**config.mk**
```make
export PLATFORM = sky130hd
export DESIGN_NAME = key_capture
export DESIGN_NICKNAME = d
export VERILOG_FILES = /design/src/rtl/key_capture.sv
export SDC_FILE = /design/constraint.sdc
export NUM_CORES = 1
export LEC_CHECK = 0
export ABC_AREA = 0
export CAP_MARGIN = 10
export CORE_MARGIN = 5
export CORE_UTILIZATION = 29
export DETAILED_ROUTE_END_ITERATION = 10
export GPL_TIMING_DRIVEN = 0
export HOLD_SLACK_MARGIN = 0.03
export PLACE_DENSITY_LB_ADDON = 0.08
export SETUP_SLACK_MARGIN = 0.02
export SLEW_MARGIN = 5
export SYNTH_ARGS = -nofsm -noshare
export SYNTH_HDL_FRONTEND = slang
export SYNTH_SLANG_ARGS = --single-unit
```
**constraint.sdc**
```tcl
create_clock -name clk -period 2.8 [get_ports clk]
set_input_delay 0.28 -clock clk [delete_from_list [all_inputs] [get_ports clk]]
set_output_delay 0.28 -clock clk [all_outputs]
set_load 0.02 [all_outputs]
```
**src/rtl/key_capture.sv**
```systemverilog
// key_capture: synchronizes and debounces four push-buttons and latches a
// one-hot record of the most recently pressed key for a 4-to-2 encoder.
// A press is a debounced 0->1 transition. Releases never change the selection.
// Simultaneous presses resolve to the highest key index.
module key_capture #(
    parameter int unsigned DEBOUNCE_CYCLES = 4
) (
    input  logic       clk,
    input  logic       rst,
    input  logic [3:0] key_in,
    input  logic       clr,
    output logic       A,
    output logic       B,
    output logic       C,
    output logic       D,
    output logic       valid,
    output logic       press_pulse
);

    // Counter value seen on the last differing sample before the level is accepted.
    localparam logic [7:0] CNT_LAST = 8'(DEBOUNCE_CYCLES - 1);

    // Synchronizer, debounce and capture state
    logic [3:0] s1_q;
    logic [3:0] s2_q;
    logic [3:0] db_q;
    logic [3:0] db_d;
    logic [3:0] db_prev_q;
    logic [7:0] cnt_q [4];
    logic [7:0] cnt_d [4];
    logic [3:0] sel_q;
    logic [3:0] sel_d;
    logic       valid_q;
    logic       valid_d;
    logic       pulse_q;
    logic       pulse_d;
    logic [3:0] press_s;

    // Priority pick of the highest-index press event, returned one-hot.
    function automatic logic [3:0] pick_highest(input logic [3:0] ev);
        logic [3:0] r;
        casez (ev)
            4'b1???: r = 4'b1000;
            4'b01??: r = 4'b0100;
            4'b001?: r = 4'b0010;
            4'b0001: r = 4'b0001;
            default: r = 4'b0000;
        endcase
        return r;
    endfunction

    // Debounce next state: count consecutive samples that disagree with db,
    // accept the new level on the last one, restart on any agreeing sample.
    always_comb begin
        db_d = db_q;
        for (int i = 0; i < 4; i++) begin
            cnt_d[i] = 8'd0;
            if (s2_q[i] != db_q[i]) begin
                if (cnt_q[i] == CNT_LAST) begin
                    db_d[i]  = s2_q[i];
                    cnt_d[i] = 8'd0;
                end else begin
                    cnt_d[i] = cnt_q[i] + 8'd1;
                end
            end else begin
                cnt_d[i] = 8'd0;
            end
        end
    end

    // A press event is a debounced level that rose on the previous edge.
    assign press_s = db_q & ~db_prev_q;

    // Capture next state: clear beats a press; releases and idle cycles hold.
    always_comb begin
        sel_d   = sel_q;
        valid_d = valid_q;
        pulse_d = 1'b0;
        if (clr) begin
            sel_d   = 4'b0000;
            valid_d = 1'b0;
            pulse_d = 1'b0;
        end else if (|press_s) begin
            sel_d   = pick_highest(press_s);
            valid_d = 1'b1;
            pulse_d = 1'b1;
        end else begin
            sel_d   = sel_q;
            valid_d = valid_q;
            pulse_d = 1'b0;
        end
    end

    // State registers; reset clears everything including partial debounce counts.
    always_ff @(posedge clk) begin
        if (rst) begin
            s1_q      <= 4'b0000;
            s2_q      <= 4'b0000;
            db_q      <= 4'b0000;
            db_prev_q <= 4'b0000;
            for (int i = 0; i < 4; i++) begin
                cnt_q[i] <= 8'd0;
            end
            sel_q     <= 4'b0000;
            valid_q   <= 1'b0;
            pulse_q   <= 1'b0;
        end else begin
            s1_q      <= key_in;
            s2_q      <= s1_q;
            db_q      <= db_d;
            db_prev_q <= db_q;
            for (int i = 0; i < 4; i++) begin
                cnt_q[i] <= cnt_d[i];
            end
            sel_q     <= sel_d;
            valid_q   <= valid_d;
            pulse_q   <= pulse_d;
        end
    end

    assign A           = sel_q[0];
    assign B           = sel_q[1];
    assign C           = sel_q[2];
    assign D           = sel_q[3];
    assign valid       = valid_q;
    assign press_pulse = pulse_q;

endmodule
```
==> impl_metrics.tcl, run 1 <==
set metrics [dict create \
    cp-end-kind "flip-flop" \
    die_h_microns 94.7 \
    rsz0062_at_grt "false" \
    via_count 1521 \
    hold_viol_final 0 \
    grt_pass1_vias 1442 \
    r2r_end "cnt_q[2][3]$_SDFF_PP0_" \
    clock_latency_ns 0.30 \
    grt_antenna_before_repair 0 \
    fin_nets 253 \
    hp-start "s1_q[2]$_SDFF_PP0_" \
    drt-total-wl_microns 3640 \
    cts_resized 0 \
    maxSlewHeadroom_pct 59.5 \
    fin_crit_ns 1.85 \
    synthCells 223 \
    route.met3.wl_microns 92 \
    ff2ff_setup_slack_ns 0.95 \
    cp_slowest_cell "o211ai_1" \
    hold_buffers 0 \
    syn_area_sq_um 2080 \
    multiInputGateArea_sq_um 956 \
    drtAntennaViolNets 0 \
    dr.first_iter.drc_count 42 \
    worst_ir_drop_vdd_mv 0.203 \
    fmax_mhz 541 \
    wl_per_cell_microns 10.7 \
    root_buffer "clkbuf_8" \
    initial_core_util_pct 30.1 \
    total_power_mw 1.25 \
    syn2layout_area_growth_pct 15.9 \
    reg2reg_from "cnt_q[2][0]$_SDFF_PP0_" \
    synth_seq_area_share_pct 51.9 \
    firstDrtPassIters 2 \
    syn-num-nets 234 \
    final_cell_mix "dfxtp_1, nor2_1, or3_1, a21oi_1, nand3_1" \
    die_area_sq_um 8970 \
    syn_avg_cell_area_sq_um 9.34 \
    clk_pin_slew_ns 0.09 \
    fin_tns_setup_ns 0 \
    crit_family "simple AND/OR/NAND/NOR gates" \
    n_fill_cell 747 \
    dp_hpwl_microns 2580 \
    power_density_nw_per_um2 519 \
    place_ws_ns 0.909 \
    status "complete, no violations" \
    rows 30 \
    met1Wirelength_microns 1840 \
    seqCellArea_sq_um 1080 \
    drv_slew 0 \
    max_stage_delay_ns 0.53 \
    power_leakage_nw 0.814 \
    critPathMaxFanout 7 \
    ys_ff_latch 54 \
    layout_commonest_cell "dfxtp_1" \
    holdPathEnd "s2_q[2]$_SDFF_PP0_" \
    grt.total_usage_pct 9.07 \
    grt_max_degree 16 \
    die_w_microns 94.7 \
    required_ns 2.98 \
    critPathKind "reg2reg" \
    holdPathStages 1 \
    worst_pin_slew_ns 0.604 \
    grt_pass1_wl_microns 6460 \
    top_layer_used "met4" \
    finalCoreUtilization_pct 34.9 \
    coreArea_sq_um 6910 \
    clock-sinks 54 \
    synth_warnings 0 \
    finClkSkew_ns 0.00775 \
    viasPerCell 4.49 \
    port_buffers 12 \
    n_antenna_cell 0 \
    ctsHtreeMaxLevel 2 \
    ios 13 \
    report.final.setup_viol 0 \
    wl_met2_microns 1640 \
    crit_buf_inv 0 \
    grt-ovfl-total 0 \
    placed_area_sq_um 2320 \
    drc_errors 0 \
    path_cells "ha_1 > or4b_4 > o211ai_1 > nor2_1" \
    final_area_sq_um 2410 \
    worst_setup_path_start_kind "flip-flop" \
    drv_cap 0 \
    cts_buffers 5 \
    layout-drive-gt1-share_pct 5.35 \
    period_share_pct 66.0 \
    postCtsSetupRepairBufs 0 \
    min_path_type "reg2reg" \
    fin_ws_ns 0.953 \
    worstPathArrival_ns 2.02 \
    worstRegToRegCells 4 \
    gp_congestion 0.707 \
    cts_tree "done" \
    ys_types 29 \
    cts_buffer_depth 2 \
]
## cells in the mapped netlist, drive strengths merged
cell type	instances	area, sq um
nor2b	14	87.6
ha	4	50.1
o311ai	1	16.3
mux2	1	11.3
xor2	11	96.3
or4	1	7.51
xnor2	4	35.0
nand3	16	80.1
or3	18	113
nor3b	1	7.51
nand4	6	37.5
o21ai	15	75.1
nand2	11	41.3
and2	1	6.26
o21a	1	7.51
clkbuf	1	3.75
a21oi	18	90.1
dfxtp	54	1080
o211ai	4	35.0
inv	11	41.3
and3	1	6.26
nor3	1	5.00
nor2	19	71.3
nand2b	4	25.0
a21boi	1	7.51
or2	1	6.26
or4b	3	37.5
## how the worst max path moves through the flow
| stage | startpoint | end | depth (start not counted) |
|---|---|---|---|
| floorplan | cnt_q[2][0]$_SDFF_PP0_ | cnt_q[2][2]$_SDFF_PP0_ | 4 |
| global placement | cnt_q[0][0]$_SDFF_PP0_ | cnt_q[0][2]$_SDFF_PP0_ | 4 |
| detailed placement | cnt_q[0][0]$_SDFF_PP0_ | cnt_q[0][2]$_SDFF_PP0_ | 4 |
| CTS | cnt_q[0][0]$_SDFF_PP0_ | cnt_q[0][2]$_SDFF_PP0_ | 4 |
| global route | cnt_q[0][0]$_SDFF_PP0_ | cnt_q[0][5]$_SDFF_PP0_ | 4 |
| finish | cnt_q[2][0]$_SDFF_PP0_ | cnt_q[2][3]$_SDFF_PP0_ | 4 |
## layer usage
metal | up-vias | GRT usage (%)
met2 | 10 | 13.9
met5 | - | 0
met3 | 8 | 2.71
met1 | 690 | 11.8
met4 | 0 | 3.97
li1 | 813 | -
## sequential cells by signal, summed over array words and instances (netlist names)
register / count
cnt_q: 32
db_prev_q: 4
db_q: 4
press_pulse: 1
s1_q: 4
s2_q: 4
sel_q: 4
valid: 1
## cell type report
| class | count | share of cell area (%) |
|---|---|---|
| flip-flops and latches | 54 | 44.8 |
| multi-input cells | 157 | 39.6 |
| repair buffers | 12 | 4.98 |
| well taps | 96 | 4.98 |
| clock buffers | 7 | 3.58 |
| inverters | 11 | 1.71 |
| clock inverters | 1 | 0.207 |
| plain buffers | 1 | 0.156 |
## worst register-to-register path, cell delays in order, from the launching register on
cell	delay [ns]
dfxtp_1	0.36
ha_1	0.24
or4b_4	0.49
o211ai_1	0.53
nor2_1	0.10
## cells by family after synthesis
family | share of synthesized area, %
AND/OR/NAND/NOR | 25.5
flip-flops | 51.9
AO/OA/AOI/OAI | 11.1
XOR/XNOR | 6.31
buffers and inverters | 2.16
adder cells (fa/ha/maj) | 2.40
multiplexers | 0.541
## metrics by stage
stage / cells / hold slack (ns)
detailed placement: 331 / 0.420
floorplan: 223 / 0.352
global placement: 331 / 0.419
global route: 339 / 0.469
CTS: 339 / 0.449
finish: 339 / 0.439
## where the power goes
part	switching, mW	internal (mW)
clock network	0.244	0.200
logic	0.0154	0.0144
registers	0.00376	0.774
total	0.263	0.989
No activity file was read; power rests on OpenSTA's default activity.
==> run 2, diff against run 1 <==
Clock period 2.8 ns to 1.75 ns, I/O delays scaled along.
==> run 2 against run 1 <==
  * Power is 60% higher
  * Clock skew up 0.0010 ns
  * Die area unchanged
  * Highest routed layer unchanged
==> impl_metrics.tcl, run 2 (synthesis gave the netlist of run 1 again) <==
set metrics [dict create \
    grt_max_degree 16 \
    hold_viol_final 0 \
    hp-start "key_in[0]" \
    wl_per_cell_microns 10.7 \
    die_area_sq_um 8970 \
    n_fill_cell 744 \
    worst_pin_slew_ns 0.483 \
    cp-startpoint "cnt_q[1][0]$_SDFF_PP0_" \
    fin_crit_ns 1.65 \
    power_leakage_nw 0.820 \
    power_density_nw_per_um2 818 \
    worstRegToRegCells 4 \
    drt-total-wl_microns 3650 \
    period_share_pct 94.5 \
    combPwrFrac_pct 2.5 \
    cts_tree "done" \
    n_antenna_cell 0 \
    grt_pass1_wl_microns 6460 \
    drtAntennaViolNets 0 \
    fin_nets 255 \
    die_w_microns 94.7 \
    grt.total_usage_pct 9.09 \
    layout-drive-gt1-share_pct 8.16 \
    viasPerCell 4.46 \
    grt_pass1_vias 1443 \
    total_power_mw 2.00 \
    final_cell_mix "dfxtp_1, nor2_1, or3_1, a21oi_1, nand3_1" \
    root_buffer "clkbuf_8" \
    reg2reg_from "cnt_q[1][0]$_SDFF_PP0_" \
    drv_slew 0 \
    grt_antenna_before_repair 0 \
    gp_congestion 0.707 \
    fin_tns_setup_ns 0 \
    cts_buffers 5 \
    coreArea_sq_um 6910 \
    timing.hold.ws_ns 0.418 \
    placed_area_sq_um 2320 \
    report.final.setup_viol 0 \
    worst_ir_drop_vdd_mv 0.323 \
    fin_ws_ns 0.0965 \
    ios 13 \
    worst_setup_path_start_kind "flip-flop" \
    cp-end-kind "flip-flop" \
    power.clock.fraction_pct 35.4 \
    clock_latency_ns 0.30 \
    worstPathArrival_ns 1.88 \
    grt-ovfl-total 0 \
    port_buffers 12 \
    switching_share_pct 21.0 \
    min_path_type "in2reg" \
    layout_commonest_cell "dfxtp_1" \
    syn2layout_area_growth_pct 17.7 \
    initial_core_util_pct 30.1 \
    maxSlewHeadroom_pct 67.8 \
    fmax_mhz 605 \
    clk_pin_slew_ns 0.09 \
    rows 30 \
    die_h_microns 94.7 \
    multiInputGateArea_sq_um 973 \
    required_ns 1.98 \
    ctsHtreeMaxLevel 2 \
    drv_cap 0 \
    seqPwrFrac_pct 62.1 \
    critPathMaxFanout 5 \
    final_area_sq_um 2450 \
    rsz0062_at_grt "true" \
    critPathKind "reg2reg" \
    clock-sinks 54 \
    top_register "cnt_q" \
    hold_buffers 0 \
    seqCellArea_sq_um 1090 \
    holdPathStages 2 \
    dr.first_iter.drc_count 48 \
    status "complete, no violations" \
    largest_register_ffs 32 \
    internal-power_mw 1.58 \
    p_sw_mw 0.421 \
    firstDrtPassIters 4 \
    via_count 1520 \
    place_ws_ns -0.141 \
    finClkSkew_ns 0.00876 \
    cts_buffer_depth 2 \
    drc_errors 0 \
    dp_hpwl_microns 2580 \
]
run 2: what timing repair did:
item | 4_1_cts | 5_1_grt
pin swaps | 2 | 0
setup endpoints to repair | 23 | 15
setup buffers | 2 | 0
gates resized for setup | 3 | 4
run 2: worst paths after layout:
kind / endpoint / slack (ns)
hold reg to reg: s2_q[2]$_SDFF_PP0_ / 0.44
setup / recovery: db_q[1]$_SDFFE_PP0P_ / 0.1
setup reg to reg: db_q[1]$_SDFFE_PP0P_ / 0.1
hold / removal: s1_q[0]$_SDFF_PP0_ / 0.42
run 2: per-layer routing:
metal  up-vias  share of wire [%]  wire length [microns]  GRT usage, %
li1        817                  -                      -             -
met1       684                 51                   1860          11.7
met2        12                 45                   1640          14.1
met3         7                2.5                     93          2.71
met4         0                1.7                     61          3.97
met5         -                  0                      0             0
run 2: cell type report:
type | count | area share [%]
inverters | 11 | 1.68
well taps | 96 | 4.90
repair buffers | 14 | 5.51
clock inverters | 1 | 0.204
clock buffers | 7 | 3.52
plain buffers | 1 | 0.153
multi-input cells | 157 | 39.7
flip-flops and latches | 54 | 44.3
run 2: through the flow:
step,utilization (%),cells
6_report,35.5,341
4_1_cts,35.3,341
3_5_place_dp,33.6,331
3_3_place_gp,33.6,331
5_1_grt,35.5,341
2_1_floorplan,-,223
run 2: critical path: stages, from the launching register on:
cell and delay (ns):
dfxtp_4 0.38, ha_2 0.21, or4b_4 0.51, or3_1 0.37, a21oi_1 0.12
run 2: power groups by stage:
stage | combinational [mW] | sequential (mW) | clock, mW
finish | 0.0509 | 1.24 | 0.709
floorplan | 0.0254 | 1.27 | 0
CTS | 0.0525 | 1.25 | 0.756
detailed placement | 0.0491 | 1.27 | 0
global placement | 0.0492 | 1.27 | 0
global route | 0.0583 | 1.25 | 0.785
==> run 3, diff against run 2 <==
Settings changed: PLACE_DENSITY_LB_ADDON 0.08 to 0.25.
==> run 3 against run 2 <==
  * Die area unchanged
  * Sequential power about the same
  * Wire length down 7.0%
  * Largest cell class unchanged
  * Power is 0.31% higher
  * Clock skew increased by 0.0018 ns
==> impl_metrics.tcl, run 3 (synthesis gave the netlist of run 1 again) <==
set metrics [dict create \
    drtAntennaViolNets 0 \
    crit_buf_inv 0 \
    power_leakage_nw 0.814 \
    timing.hold.ws_ns 0.420 \
    rows 30 \
    die_h_microns 94.7 \
    layout_commonest_cell "dfxtp_1" \
    final_area_sq_um 2450 \
    ios 13 \
    report.final.setup_viol 0 \
    gp_congestion 0.774 \
    initial_core_util_pct 30.1 \
    hold_viol_final 0 \
    multiInputGateArea_sq_um 970 \
    drv_cap 0 \
    cp-end-kind "flip-flop" \
    dr.first_iter.drc_count 37 \
    grt.total_usage_pct 8.59 \
    hp-start "key_in[3]" \
    max_stage_delay_ns 0.51 \
    dp_hpwl_microns 2460 \
    grt_pass1_wl_microns 6100 \
    n_antenna_cell 0 \
    status "complete, no violations" \
    port_buffers 12 \
    die_w_microns 94.7 \
    period_share_pct 94.7 \
    worst_ir_drop_vdd_mv 0.272 \
    via_count 1536 \
    drt-total-wl_microns 3400 \
    maxSlewHeadroom_pct 70.0 \
    layout-drive-gt1-share_pct 8.16 \
    clock-sinks 54 \
    finClkSkew_ns 0.0106 \
    cts_tree "done" \
    firstDrtPassIters 4 \
    wl_per_cell_microns 9.96 \
    root_buffer "clkbuf_8" \
    top_register "cnt_q" \
    final_cell_mix "dfxtp_1, nor2_1, or3_1, a21oi_1, nand3_1" \
    grt_antenna_before_repair 0 \
    grt_max_degree 19 \
    clk_pin_slew_ns 0.10 \
    cts_buffer_depth 2 \
    ctsHtreeMaxLevel 2 \
    syn2layout_area_growth_pct 17.5 \
    min_path_type "in2reg" \
    fin_nets 255 \
    reg2reg_from "cnt_q[1][0]$_SDFF_PP0_" \
    seqCellArea_sq_um 1080 \
    cp_slowest_cell "or4b_4" \
    rsz0062_at_grt "false" \
    drc_errors 0 \
    power_density_nw_per_um2 821 \
    cts_buffers 5 \
    die_area_sq_um 8970 \
    n_fill_cell 723 \
    grt_pass1_vias 1415 \
    placed_area_sq_um 2320 \
    path_cells "ha_2 > or4b_4 > or3_1 > a21oi_1" \
    worst_setup_path_start_kind "flip-flop" \
    cp-startpoint "cnt_q[1][0]$_SDFF_PP0_" \
    critPathMaxFanout 5 \
    worst_pin_slew_ns 0.450 \
    largest_register_ffs 32 \
    clock_latency_ns 0.31 \
    coreArea_sq_um 6910 \
    worstPathArrival_ns 1.89 \
    drv_slew 0 \
    grt-ovfl-total 0 \
    fmax_mhz 604 \
    fin_crit_ns 1.66 \
    viasPerCell 4.50 \
    crit_family "simple AND/OR/NAND/NOR gates" \
    critPathKind "reg2reg" \
    required_ns 1.99 \
]
## run 3: cell types whose count changed in the layout (fill, tap and decap cells not counted)
cell / change
clkinv_2: -1
dfxtp_2: +1
or4b_4: -1
or4b_1: +1
clkinv_4: +1
clkbuf_8: -1
clkbuf_1: -1
inv_6: +1
clkinvlp_4: +1
dfxtp_4: -1
## run 3: final cells by class
class,count,area share [%]
clock buffer,5,2.81
buffer,1,0.153
multi-input combinational,157,39.6
inverter,11,1.69
timing repair buffer,14,5.52
clock inverter,3,1.02
sequential,54,44.3
tap,96,4.91
## run 3: per-layer routing
layer  wire length [microns]  track usage, %
met1                    1760            10.9
met2                    1440            13.5
met3                     123            2.39
met4                      73            3.97
met5                       0               0
## run 3: final timing paths
check,to,slack [ns],cells after the start
hold / removal,s1_q[3]$_SDFF_PP0_,0.42,2
setup reg to reg,db_q[1]$_SDFFE_PP0P_,0.09,4
setup / recovery,db_q[1]$_SDFFE_PP0P_,0.09,4
hold reg to reg,s2_q[3]$_SDFF_PP0_,0.44,1
## run 3: what timing repair did
action / in CTS / in global routing
setup endpoints to repair: 22 / 11
buffers inserted: 2 / 0
resized for setup: 1 / 4
pin swaps: 2 / 0
hold buffers: 0 / 0
## run 3: power breakdown
part / internal (mW) / total, mW / switching, mW
registers: 1.24 / 1.25 / 0.00569
logic: 0.0250 / 0.0510 / 0.0260
clock network: 0.290 / 0.714 / 0.424
total: 1.55 / 2.01 / 0.456
## run 3: stage by stage
stage / instances / worst slack [ns] / utilization, % / power [mW] / setup TNS (ns)
after floorplan: 223 / 0.152 / - / 1.30 / 0
after global placement: 331 / -0.0929 / 33.6 / 1.32 / -1.05
after detailed placement: 331 / -0.136 / 33.6 / 1.32 / -1.41
after CTS: 341 / 0.0191 / 35.3 / 2.06 / 0
after global routing: 341 / 0.0152 / 35.4 / 2.11 / 0
final: 341 / 0.0934 / 35.4 / 2.01 / 0
## run 3: worst reg2reg max path: stages, from the launching register on
cell and delay (ns):
dfxtp_2 0.38, ha_2 0.22, or4b_4 0.51, or3_1 0.36, a21oi_1 0.12
==> RTL edit 1: new RTL, settings of run 3 <==
Add an input register stage for `key_in` and `clr`, with the module's reset; this delays them by one clock.
--- a/src/rtl/key_capture.sv
+++ b/src/rtl/key_capture.sv
@@ -21,2 +21,15 @@
     localparam logic [7:0] CNT_LAST = 8'(DEBOUNCE_CYCLES - 1);
+
+    logic [3:0] key_q;
+    logic clr_q;
+
+    always_ff @(posedge clk) begin
+        if (rst) begin
+            key_q <= '0;
+            clr_q <= '0;
+        end else begin
+            key_q <= key_in;
+            clr_q <= clr;
+        end
+    end
 
@@ -78,3 +91,3 @@
         pulse_d = 1'b0;
-        if (clr) begin
+        if (clr_q) begin
             sel_d   = 4'b0000;
@@ -107,3 +120,3 @@
         end else begin
-            s1_q      <= key_in;
+            s1_q      <= key_q;
             s2_q      <= s1_q;
Behaviour: not the same (a bounded check fails within 10 cycles, from zero or initial values and one cycle with rst high).
==> RTL edit 1 against run 3 <==
- sequential power is 9% higher
- sequential share of layout area is 1.6 points lower
- area after synthesis is 6.5% higher
- sequential cell count is 5 higher
- total power is 54% higher
- critical path type unchanged
- global-route usage is 0.086 points higher
- core utilization is 2.4 points higher
- setup slack better by 1.2 ps
- cell area is 13% higher
- highest routed layer unchanged
- wire length is 8.0% higher
- critical endpoint unchanged
- largest power group is now the clock network
- largest cell class unchanged
==> RTL edit 1: results (changes against run 3) <==
status finished, final reports clean; Reg clk slew, reported paths 70 ps (-30 ps); synth cell count leaders dfxtp_1, nor2_1, nor2b_1, a21oi_1, or3_1; Leak 0.957 nW (+18%); part of the cycle the worst path needs 94.6% (about the same); GPL Wtd Cong 0.756 (-2.3%); Place WS -118 ps (+18.4 ps); hold crit path type in -> reg; clk_lat worst skew 330 ps (+20 ps); TritonCTS buffer count 9 (+4); H-tree Lvls 3 (+1); DP HPWL 2.49 mm (+1.4%); vias in the first global route 1,507 (+6.5%); first-pass GRT wire length 6.67 mm (+9.3%); max incr delay on CP 500 ps; sequential area share after synthesis 53.3% (+1.4 points); PortBufs 12 (unchanged); combinational logic power 0.0495 mW (-3%); post-synthesis async set-or-reset flop share 0% (unchanged); Peak VDD IR 0.589 mV (+120%); max_slew headroom 69.5% (-0.54 points); via count 1,608 (+4.7%); starting DRC count in detailed routing 53 (+43%); first-pass detailed-route iteration total 4 (unchanged); R2R setup slack 90 ps; Total Routing Usage GR 8.67% (+0.086 points); Syn Nets 245 (+4.7%); syn avg cell area 9.47 sq um (+1.5%); Nets 270 (+5.9%); WP data arrival 1920 ps (+30 ps); Vias/cell 4.43 (-1.7%); Hold WS 396 ps (-24.7 ps); largest cells by area after synthesis dfxtp_1, nor2b_1, or3_1; Seq group 1.36 mW (+9%); layout cells sized above 1 10.6% (+2.4 points); routed length per placed instance 10.1 microns (+1.4%); NetSw 0.542 mW (+19%); crit path max fanout 5 (unchanged); largest net degree at the start of global routing 11 (-8); Inst Count DP 345 (+4.2%); Setup Skew 3.86 ps (-6.73 ps); Reg power frac 44.0% (-18 points)
RTL edit 1: cell families after synthesis:
kind of cell | count (synthesis) | synth area share [%]
AND/OR/NAND/NOR | 101 | 25.2
flip-flops | 59 | 53.3
AO/OA/AOI/OAI | 40 | 10.4
XOR/XNOR | 15 | 5.93
buffers and inverters | 14 | 2.37
adder cells (fa/ha/maj) | 4 | 2.26
multiplexers | 1 | 0.508
RTL edit 1: timing repair:
| item | CTS | global route |
|---|---|---|
| resized for setup | 1 | 5 |
| pin swaps | 2 | 0 |
| buffers inserted | 2 | 0 |
| endpoints found under the setup margin | 18 | 12 |
RTL edit 1: layout make-up:
cell class,instances,area [sq um]
fillers,715,4560
repair buffers,14,135
clock inverters,4,120
well taps,99,124
clock buffers,12,155
flip-flops and latches,59,1180
multi-input cells,161,1000
inverters,12,45.0
plain buffers,2,7.51
RTL edit 1: stage by stage:
| step | TNS (ps) | area, sq um |
|---|---|---|
| 2_1_floorplan | 0 | 2220 |
| 3_3_place_gp | -899 | 2460 |
| 3_5_place_dp | -1150 | 2460 |
| 4_1_cts | 0 | 2760 |
| 5_1_grt | 0 | 2770 |
| 6_report | 0 | 2770 |
RTL edit 1: final timing paths:
kind	from	to	cells after the start
hold reg to reg	s1_q[1]	s2_q[1]	1
setup / recovery	cnt_q[1][0]	db_q[1]	4
hold / removal	key_in[1]	key_q[1]	2
setup reg to reg	cnt_q[1][0]	db_q[1]	4
RTL edit 1: metal layers:
| layer | vias to the layer above | global-route usage (%) | wire, microns |
|---|---|---|---|
| li1 | 856 | - | - |
| met4 | 0 | 4.47 | 63 |
| met2 | 21 | 13.0 | 1640 |
| met1 | 727 | 10.2 | 1830 |
| met5 | - | 0 | 0 |
| met3 | 4 | 4.24 | 134 |
==> RTL edit 2: new RTL, config.mk and constraints of run 3 <==
Made on the original files. `s1_q`, `s2_q` and `db_q` no longer have a reset.
--- a/src/rtl/key_capture.sv
+++ b/src/rtl/key_capture.sv
@@ -96,5 +96,2 @@
         if (rst) begin
-            s1_q      <= 4'b0000;
-            s2_q      <= 4'b0000;
-            db_q      <= 4'b0000;
             db_prev_q <= 4'b0000;
@@ -107,5 +104,2 @@
         end else begin
-            s1_q      <= key_in;
-            s2_q      <= s1_q;
-            db_q      <= db_d;
             db_prev_q <= db_q;
@@ -120,2 +114,8 @@
 
+    always_ff @(posedge clk) begin
+        s1_q <= key_in;
+        s2_q <= s1_q;
+        db_q <= db_d;
+    end
+
     assign A           = sel_q[0];
Check against the original RTL: not equivalent (Yosys sat finds a counterexample within 10 cycles, from zero or initial values and one cycle with rst high).
==> RTL edit 2 against run 3 <==
- wire length decreased by 7.0%
- area after synthesis fell by 3.2%
- die area down 2.9%
- count of clock-buffer cells in the layout is 1 higher
- total power up 7.7%
- setup slack better by 51 ps
- sequential cell count stayed put
- cell area is 3.1% lower
- non-clock buffer count down 2
==> RTL edit 2: results (changes against run 3) <==
routed length per placed instance 9.81 microns (-1.5%); Nets 236 (-7.5%); starting DRC count in detailed routing 36 (-2.7%); Final Non-Filler Cells 322 (-5.6%); Place WS 167 ps (+304 ps); max incr delay on CP 400 ps (-110 ps); Post-Syn Instances 206 (-7.6%); CP max-delay cell dfxtp_1; Setup Skew 6.53 ps (-4.05 ps); Peak VDD IR 0.348 mV (+28%); H-tree Lvls 2 (unchanged); WP data arrival 1780 ps (-110 ps); max_slew headroom 70.8% (+0.82 points); Total Routing Usage GR 7.87% (-0.71 points); Leak 0.779 nW (-4.3%); synth unique cells 28 (-3.4%); vias in the first global route 1,272 (-10%); layout cells sized above 1 4.87% (-3.3 points); largest cells by area after synthesis dfxtp_1, edfxtp_1, nor2_1; CTS max path bufs 2 (unchanged); postcts setup bufs 0 (-2); GPL Wtd Cong 0.730 (-5.7%); sequential area share after synthesis 55.6% (+3.7 points); status finished, final reports clean; largest net degree at the start of global routing 17 (-2); Inst Count DP 314 (-5.1%); Syn Nets 217 (-7.3%); Top Family by Delay on Critical Path compound AO/OA/AOI/OAI gates; clk_lat worst skew 290 ps (-20 ps); Resized Gates After CTS 0 (-1); Post-synth EDFFs 4 (+4); crit path max fanout 8 (+3); synth cell count leaders dfxtp_1, nor2_1, nand3_1, a21oi_1; Vias/cell 4.36 (-3.2%); DP HPWL 2.26 mm (-8.2%)
-- RTL edit 2: cell type report --
| type | instances | area [sq um] |
|---|---|---|
| Buffer | 1 | 3.75 |
| Clock buffer | 6 | 72.6 |
| Clock inverter | 2 | 37.5 |
| Fill cell | 687 | 4420 |
| Inverter | 9 | 33.8 |
| Multi-Input combinational cell | 142 | 863 |
| Sequential cell | 54 | 1120 |
| Tap cell | 96 | 120 |
| Timing Repair Buffer | 12 | 120 |
-- RTL edit 2: final timing paths --
path	from	end	slack, ps	depth (start not counted)
max	cnt_q[1][0]	cnt_q[1][5]	140	4
max reg2reg	cnt_q[1][0]	cnt_q[1][5]	140	4
min	key_in[2]	s1_q[2]	320	1
min reg2reg	s1_q[3]	s2_q[3]	330	0
-- RTL edit 2: routing by layer --
metal / GRT usage [%] / part of all wire, %
met1: 9.86 / 50
met2: 12.1 / 43
met3: 2.01 / 4.6
met4: 4.76 / 2.8
met5: 0 / 0
-- RTL edit 2: cells by family (layout without fill, tap and decap cells) --
kind of cell / Yosys count / after routing / share of synthesized area [%]
AO/OA/AOI/OAI: 34 / 34 / 10.6
flip-flops: 54 / 54 / 55.6
AND/OR/NAND/NOR: 89 / 89 / 23.0
adder cells (fa/ha/maj): 4 / 4 / 2.48
buffers and inverters: 10 / 30 / 1.86
XOR/XNOR: 15 / 15 / 6.52
-- RTL edit 2: where the power goes --
group / total (mW) / internal (mW) / switching [mW]
registers: 1.28 / 1.27 / 0.0151
clock network: 0.801 / 0.427 / 0.374
logic: 0.0800 / 0.0387 / 0.0413
total: 2.16 / 1.73 / 0.431
